`src/rtl/loader_pkg.sv`:
```
// Shared types for the boot-time program loader.
package loader_pkg;
    typedef enum logic [2:0] {IDLE, COLLECT, WRITE, RUN, FAULT} loader_state_t;
    localparam int BYTES_PER_WORD = 4;
endpackage

```
`src/rtl/program_loader_ctrl_byte_assembler.sv`:
```
// Packs a big-endian byte stream into 32-bit words; the first byte ends up in [31:24].
module byte_assembler
    import loader_pkg::*;
(
    input  logic        clock,
    input  logic        reset,
    input  logic        clear,
    input  logic        shift_en,
    input  logic [7:0]  byte_in,
    output logic        word_complete,
    output logic [31:0] word
);
    logic [1:0]  idx_q, idx_d;
    logic [23:0] shift_q, shift_d;

    always_comb begin
        idx_d   = idx_q;
        shift_d = shift_q;
        if (clear) begin
            idx_d   = '0;
            shift_d = '0;
        end else if (shift_en) begin
            idx_d   = idx_q + 2'd1;
            shift_d = {shift_q[15:0], byte_in};
        end
    end

    // The completing byte is not stored; it is appended combinationally.
    assign word_complete = shift_en && !clear && (idx_q == 2'(BYTES_PER_WORD - 1));
    assign word          = {shift_q, byte_in};

    always_ff @(posedge clock or posedge reset) begin
        if (reset) begin
            idx_q   <= '0;
            shift_q <= '0;
        end else begin
            idx_q   <= idx_d;
            shift_q <= shift_d;
        end
    end
endmodule

```
`src/rtl/program_loader_ctrl.sv`:
```
// Boot loader: streams bytes into instruction memory, holds the CPU in reset until a terminator word.
module program_loader_ctrl
    import loader_pkg::*;
#(
    parameter int          ADDR_W   = 8,
    parameter logic [31:0] END_WORD = 32'h0000_0000
) (
    input  logic              clock,
    input  logic              reset,
    input  logic              start,
    input  logic              byte_valid,
    input  logic [7:0]        byte_data,
    output logic              byte_ready,
    output logic              mem_we,
    output logic [ADDR_W-1:0] mem_addr,
    output logic [31:0]       mem_wdata,
    output logic              cpu_hold,
    output logic              load_done,
    output logic              load_fault,
    output logic [ADDR_W:0]   word_count,
    output logic [2:0]        dbg_state
);
    localparam logic [ADDR_W:0] DEPTH_CNT = {1'b1, {ADDR_W{1'b0}}};

    loader_state_t     state_q, state_d;
    logic              mem_we_q, mem_we_d;
    logic [ADDR_W-1:0] mem_addr_q, mem_addr_d;
    logic [31:0]       mem_wdata_q, mem_wdata_d;
    logic [ADDR_W:0]   word_count_q, word_count_d;

    logic        start_ok;
    logic        shift_en;
    logic        word_complete;
    logic [31:0] word;

    // start only matters outside an active load; in COLLECT/WRITE it is ignored.
    assign start_ok = start && (state_q == IDLE || state_q == RUN || state_q == FAULT);
    assign shift_en = byte_valid && (state_q == COLLECT);

    byte_assembler u_asm (
        .clock         (clock),
        .reset         (reset),
        .clear         (start_ok),
        .shift_en      (shift_en),
        .byte_in       (byte_data),
        .word_complete (word_complete),
        .word          (word)
    );

    always_comb begin
        state_d      = state_q;
        mem_we_d     = mem_we_q;
        mem_addr_d   = mem_addr_q;
        mem_wdata_d  = mem_wdata_q;
        word_count_d = word_count_q;
        case (state_q)
            IDLE, RUN, FAULT: begin
                if (start_ok) begin
                    state_d      = COLLECT;
                    word_count_d = '0;
                    mem_addr_d   = '0;
                end
            end
            COLLECT: begin
                if (word_complete) begin
                    if (word == END_WORD) begin
                        state_d = RUN;
                    end else if (word_count_q == DEPTH_CNT) begin
                        state_d = FAULT;
                    end else begin
                        state_d     = WRITE;
                        mem_we_d    = 1'b1;
                        mem_wdata_d = word;
                        mem_addr_d  = word_count_q[ADDR_W-1:0];
                    end
                end
            end
            WRITE: begin
                state_d      = COLLECT;
                mem_we_d     = 1'b0;
                word_count_d = word_count_q + (ADDR_W+1)'(1);
            end
            default: state_d = IDLE;
        endcase
    end

    always_ff @(posedge clock or posedge reset) begin
        if (reset) begin
            state_q      <= IDLE;
            mem_we_q     <= 1'b0;
            mem_addr_q   <= '0;
            mem_wdata_q  <= '0;
            word_count_q <= '0;
        end else begin
            state_q      <= state_d;
            mem_we_q     <= mem_we_d;
            mem_addr_q   <= mem_addr_d;
            mem_wdata_q  <= mem_wdata_d;
            word_count_q <= word_count_d;
        end
    end

    assign byte_ready = (state_q == COLLECT);
    assign cpu_hold   = (state_q != RUN);
    assign load_done  = (state_q == RUN);
    assign load_fault = (state_q == FAULT);
    assign mem_we     = mem_we_q;
    assign mem_addr   = mem_addr_q;
    assign mem_wdata  = mem_wdata_q;
    assign word_count = word_count_q;
    assign dbg_state  = state_q;
endmodule

```
`config.mk`:
```
export PLATFORM = sky130hd
export DESIGN_NAME = program_loader_ctrl
export DESIGN_NICKNAME = d
export VERILOG_FILES = /design/src/rtl/loader_pkg.sv /design/src/rtl/program_loader_ctrl_byte_assembler.sv /design/src/rtl/program_loader_ctrl.sv
export SDC_FILE = /design/constraint.sdc
export NUM_CORES = 1
export LEC_CHECK = 0
export BUFFER_PORTS_ARGS = -buffer_cell sky130_fd_sc_hd__buf_2
export CAP_MARGIN = 20
export CORE_MARGIN = 2
export CORE_UTILIZATION = 45
export DETAILED_ROUTE_END_ITERATION = 10
export PLACE_DENSITY_LB_ADDON = 0.08
export SLEW_MARGIN = 40
export SYNTH_ARGS = -nofsm -noshare
export SYNTH_HDL_FRONTEND = slang
export SYNTH_SLANG_ARGS = --single-unit
export TNS_END_PERCENT = 30
```
`constraint.sdc`:
```
create_clock -name clock -period 2.8 [get_ports clock]
set_input_delay 0.56 -clock clock [delete_from_list [all_inputs] [get_ports clock]]
set_output_delay 0.56 -clock clock [all_outputs]
set_load 0.01 [all_outputs]
```
[After elaboration in Yosys (flattened, before gate mapping)]
Cells that the tools add are included.
Storage, ports and cells
  flip-flop bits (word level): 79
  output and inout bits: 57
  word-level logic and storage cells: 61
Cells by class
  bitwise logic cells: 2
  reduce and logical (&&, ||, !) cells: 19
  muxes and demuxes: 20
  add/sub/neg operators: 2
  equal/unequal tests: 11
Operators with widths (number)
  $mux 24: 2
  $logic_not 32->1: 1
  $mux 8: 4
  $pmux 9 s2: 1
  $pmux 8 s2: 1
  $mux 3: 4
  $add 9x1->9 const B: 1
  $eq 9x9->1 const B: 1
  $mux 9: 1
  $pmux 3 s3: 1
  $reduce_and 4->1: 2
  $reduce_bool 2->1: 4
  $eq 3x2->1 const B: 2
  $reduce_and 5->1: 1
  $logic_and 1x1->1: 4
  $mux 2: 2
  $ne 2x1->1 const B: 2
  $ne 2x2->1 const B: 2
  $reduce_and 2->1: 2
  $eq 3x1->1 const B: 1
  $eq 3x3->1 const B: 1
  $logic_not 3->1: 1
  $mux 1: 3
  $ne 3x2->1 const B: 1
  7 further kinds: 9

[Logic depth before layout (Yosys ltp)]
  depth after elaboration: 9
  mapped depth: 7

[By module]
From an unflattened synthesis, not the netlist that was laid out.
Second synthesis, totals
  cells, all modules: 274
  area total of the unflattened synthesis: 3557.2 um^2
By module, submodules not included
  program_loader_ctrl: area an instance 2397.3 um^2, sequential area each 1326.3 um^2, cells an instance 178, instances 1
  byte_assembler: area an instance 1159.9 um^2, sequential area each 650.6 um^2, cells an instance 96, instances 1

[Worst setup path before layout]
Ideal clock, no wire load.
  path kind: in2reg
  from: input byte_data[3]
  to: register mem_wdata_q[0], in the netlist mem_wdata[0]
  setup time: 128 ps
  stages: 5
  slack: 797 ps
  arrival time: 1876 ps
  required time: 2672 ps
  buffers on the path: 1
  cells stage by stage: nor4_1 nand4_1 o2111ai_4 buf_6 mux2_1
Between the ends
  word-level cells in the longest chain between the ends: 3
Ends and longest elaborated chain
  start, declared: RTL line program_loader_ctrl.sv:12  | input logic [7:0] byte_data,
  $logic_not 32->1: RTL line program_loader_ctrl.sv:66  | if (word == END_WORD) begin
  $not 1->1 (no line)
  $reduce_and 4->1 (no line)
  end signal, assigned: RTL line program_loader_ctrl.sv:98  | mem_wdata_q <= mem_wdata_d;
  end, declared: RTL line program_loader_ctrl.sv:28  | logic [31:0] mem_wdata_q, mem_wdata_d;
Every way passes these cells.
A chain may end at the register's enable or synchronous reset.

[Worst setup path in the final report]
  from: register u_asm.shift_q[0]
  to: register mem_wdata_q[14], in the netlist mem_wdata[14]
Between the ends
  word-level cells in the longest chain between the ends: 3
Ends and longest elaborated chain
  start, declared: RTL line program_loader_ctrl_byte_assembler.sv:14  | logic [23:0] shift_q, shift_d;
  start signal, assigned: RTL line program_loader_ctrl_byte_assembler.sv:38  | shift_q <= shift_d;
  $logic_not 32->1: RTL line program_loader_ctrl.sv:66
  $not 1->1 (no line)
  $reduce_and 4->1 (no line)
Every way passes these cells.

==> load_flow_metrics.sql <==
INSERT INTO impl_metrics (metric_group, metric, value, unit) VALUES
('status', 'outcome', 'completed', ''),
('power', 'vdd_drop_max', '0.000619', 'V'),
('placement', 'buffer_ports.inserted', '68', ''),
('drt', 'wl_per_cell', '15.7', 'um'),
('floorplan', 'core_region_area', '7690', 'um2'),
('logic_synthesis', 'syn-num-nets', '325', ''),
('critical_path', 'setup.worst_path.end_class', 'register', ''),
('logic_synthesis', 'seq_area_frac_synth', '0.559', ''),
('drt', 'drc_errors', '0', ''),
('critical_path', 'critPathLaunchType', 'register', ''),
('logic_synthesis', 'postSynth.topFlopCell', 'sky130_fd_sc_hd__dfrtp_1', ''),
('final_layout', 'layout_commonest_cell', 'sky130_fd_sc_hd__dfrtp_1', ''),
('critical_path', 'worstPathRequired', '3040', 'ps'),
('global_routing', 'largest_net_degree_at_the_start_of_global_routing', '47', ''),
('sta', 'totalNegativeSetupSlack', '0', 'ps'),
('placement', 'cell_area_after_placement', '3980', 'um2'),
('sta', 'final_critical_path_setup_slack', '525', 'ps'),
('clocking', 'number_of_setup_buffers_added_after_cts', '0', ''),
('logic_synthesis', 'ys_async_rst_share', '1.00', ''),
('sta', 'achievable-frequency', '440', 'MHz'),
('power', 'p_leak', '2.34', 'nW'),
('clocking', 'cts.htree.levels', '3', ''),
('logic_synthesis', 'yosysWarningCount', '0', ''),
('drt', 'dr.pass1.iters', '4', ''),
('drt', 'vias', '2523', ''),
('logic_synthesis', 'postSynthAreaPerCell', '11.4', 'um2'),
('logic_synthesis', 'netlist-cell-type-count', '38', ''),
('global_routing', 'grt_antenna_before_repair', '0', ''),
('global_routing', 'gr-total-overflow', '0', ''),
('final_layout', 'filler_cell_count', '713', ''),
('global_routing', 'via_count_of_the_first_global_routing_pass', '2428', ''),
('clocking', 'tritoncts', 'yes', ''),
('sta', 'max_slew.worst_pin.slew', '599', 'ps'),
('floorplan', 'core.rowCount', '32', ''),
('drt', 'drt.antenna.violating_nets', '0', ''),
('floorplan', 'die_area', '8580', 'um2'),
('critical_path', 'cp.arrival', '2510', 'ps'),
('logic_synthesis', 'netlist_area', '3530', 'um2'),
('hold_path', 'class_of_the_tightest_hold_or_removal_check', 'primary input to async pin', ''),
('placement', 'placed_cells', '470', ''),
('clocking', 'postCtsHoldBufs', '0', ''),
('logic_synthesis', 'cell_count_after_synthesis', '310', ''),
('sta', 'rsz0062_at_grt', 'no', ''),
('sta', 'max_slew_margin', '0.600', ''),
('drt', 'route.detailed.vias_per_inst', '5.18', ''),
('final_layout', 'layout-drive-gt1-share', '0.322', ''),
('final_layout', 'layout.nets', '395', ''),
('sta', 'finalClockSkew', '9.15', 'ps'),
('critical_path', 'cp_max_fo', '16', ''),
('clocking', 'cts-root-buf', 'sky130_fd_sc_hd__clkbuf_8', ''),
('critical_path', 'critical_path_class', 'register to register', ''),
('floorplan', 'initial_standard_cell_utilization_of_the_core', '0.460', ''),
('final_layout', 'layout-area-overhead-vs-synth', '19.4', '%'),
('sta', 'min_period', '2270', 'ps'),
('clocking', 'cts-root-to-sink-buffers', '2', ''),
('drt', 'post_route_wl', '7.62', 'mm'),
('sta', 'report.final.setup_viol', '0', ''),
('sta', 'hold_viol_final', '0', ''),
('final_layout', 'most-common-layout-cells', 'sky130_fd_sc_hd__dfrtp_1, sky130_fd_sc_hd__buf_2, sky130_fd_sc_hd__nand2_1, sky130_fd_sc_hd__nand3_1, sky130_fd_sc_hd__mux2_4', ''),
('clocking', 'ctsResizeCount', '0', ''),
('logic_synthesis', 'postSynthRegisterBits', '79', ''),
('clocking', 'cts.sinks', '79', ''),
('placement', 'hpwlAfterDp', '5.10', 'mm'),
('logic_synthesis', 'synth_enable_flop_cells', '0', ''),
('sta', 'timing.final.max_slew_violations', '0', ''),
('clocking', 'clk_transition_reported_paths', '80', 'ps'),
('final_layout', 'multi_input_area', '1440', 'um2'),
('final_layout', 'finish.cell_count_without_fillers', '487', ''),
('placement', 'gp_congestion', '0.803', ''),
('power', 'power_density', '999', 'nW/um2'),
('clocking', 'numCtsBuffers', '9', '');
==> state kept, by name, indices dropped and copies added, names as in the netlist <==
register       cells
dbg_state          3
u_asm.shift_q     24
mem_addr           8
word_count         9
u_asm.idx_q        2
mem_we             1
mem_wdata         32
==> cells in the mapped netlist (all sizes together) (2+ instances only) <==
master,n,area share
nor2,5,0.0053
inv,6,0.0064
nand2,68,0.072
a21oi,15,0.021
and2,2,0.0035
o21ai,7,0.0099
o211ai,2,0.0042
ha,3,0.011
nand4,5,0.0088
clkbuf,5,0.0053
dfrtp,79,0.56
mux2i,11,0.031
mux2,32,0.13
nand3,31,0.044
nor4,9,0.016
nor3b,2,0.0057
buf,11,0.024
nor2b,3,0.0053
==> cell families after synthesis <==
family	Yosys count	synth area share
AO/OA/AOI/OAI	31	0.0570
multiplexers	43	0.162
buffers and inverters	22	0.0357
adder cells (fa/ha/maj)	3	0.0106
flip-flops	79	0.559
AND/OR/NAND/NOR	132	0.176
==> critical path, stage by stage (launching register included) <==
cell	delay, ps
sky130_fd_sc_hd__dfrtp_1	430
sky130_fd_sc_hd__nor4_1	390
sky130_fd_sc_hd__nand4_1	320
sky130_fd_sc_hd__o2111ai_4	320
sky130_fd_sc_hd__buf_4	340
sky130_fd_sc_hd__mux2_2	370
==> through the flow <==
stage,hold slack (ps),total power (W)
finish,253,0.00421
CTS,265,0.00425
detailed placement,484,0.00325
floorplan,467,0.00273
global placement,472,0.00323
global route,314,0.00450
==> final cells by class <==
type	instances	area share
Clock buffer	11	0.0359
Tap cell	102	0.0302
Timing Repair Buffer	75	0.0985
Clock inverter	5	0.0205
Inverter	6	0.00563
Sequential cell	79	0.469
Multi-Input combinational cell	209	0.341
==> worst paths after layout <==
kind	from	end	slack (ps)	cells after the start
min	reset	mem_wdata[7]	250	2
max in group asynchronous	reset	mem_we	1900	3
max reg2reg	u_asm.shift_q[0]	mem_wdata[14]	530	5
min reg2reg	mem_wdata[15]	mem_wdata[15]	490	1
min in group clock	byte_data[0]	u_asm.shift_q[0]	430	3
max	u_asm.shift_q[0]	mem_wdata[14]	530	5
==> power breakdown <==
group | switching, W | total (W) | internal [W]
registers | 0.000338 | 0.00186 | 0.00152
logic | 0.000725 | 0.00136 | 0.000634
clock network | 0.000437 | 0.000998 | 0.000561
total | 0.00150 | 0.00421 | 0.00271
==> layer usage <==
layer / wire length, um / GRT usage / vias up
met2: 3630 / 0.294 / 52
met4: 82 / 0.0699 / 0
met5: 0 / 0 / -
met1: 3630 / 0.287 / 1241
li1: - / - / 1222
met3: 282 / 0.0293 / 8
No activity file was read; power rests on OpenSTA's default activity.
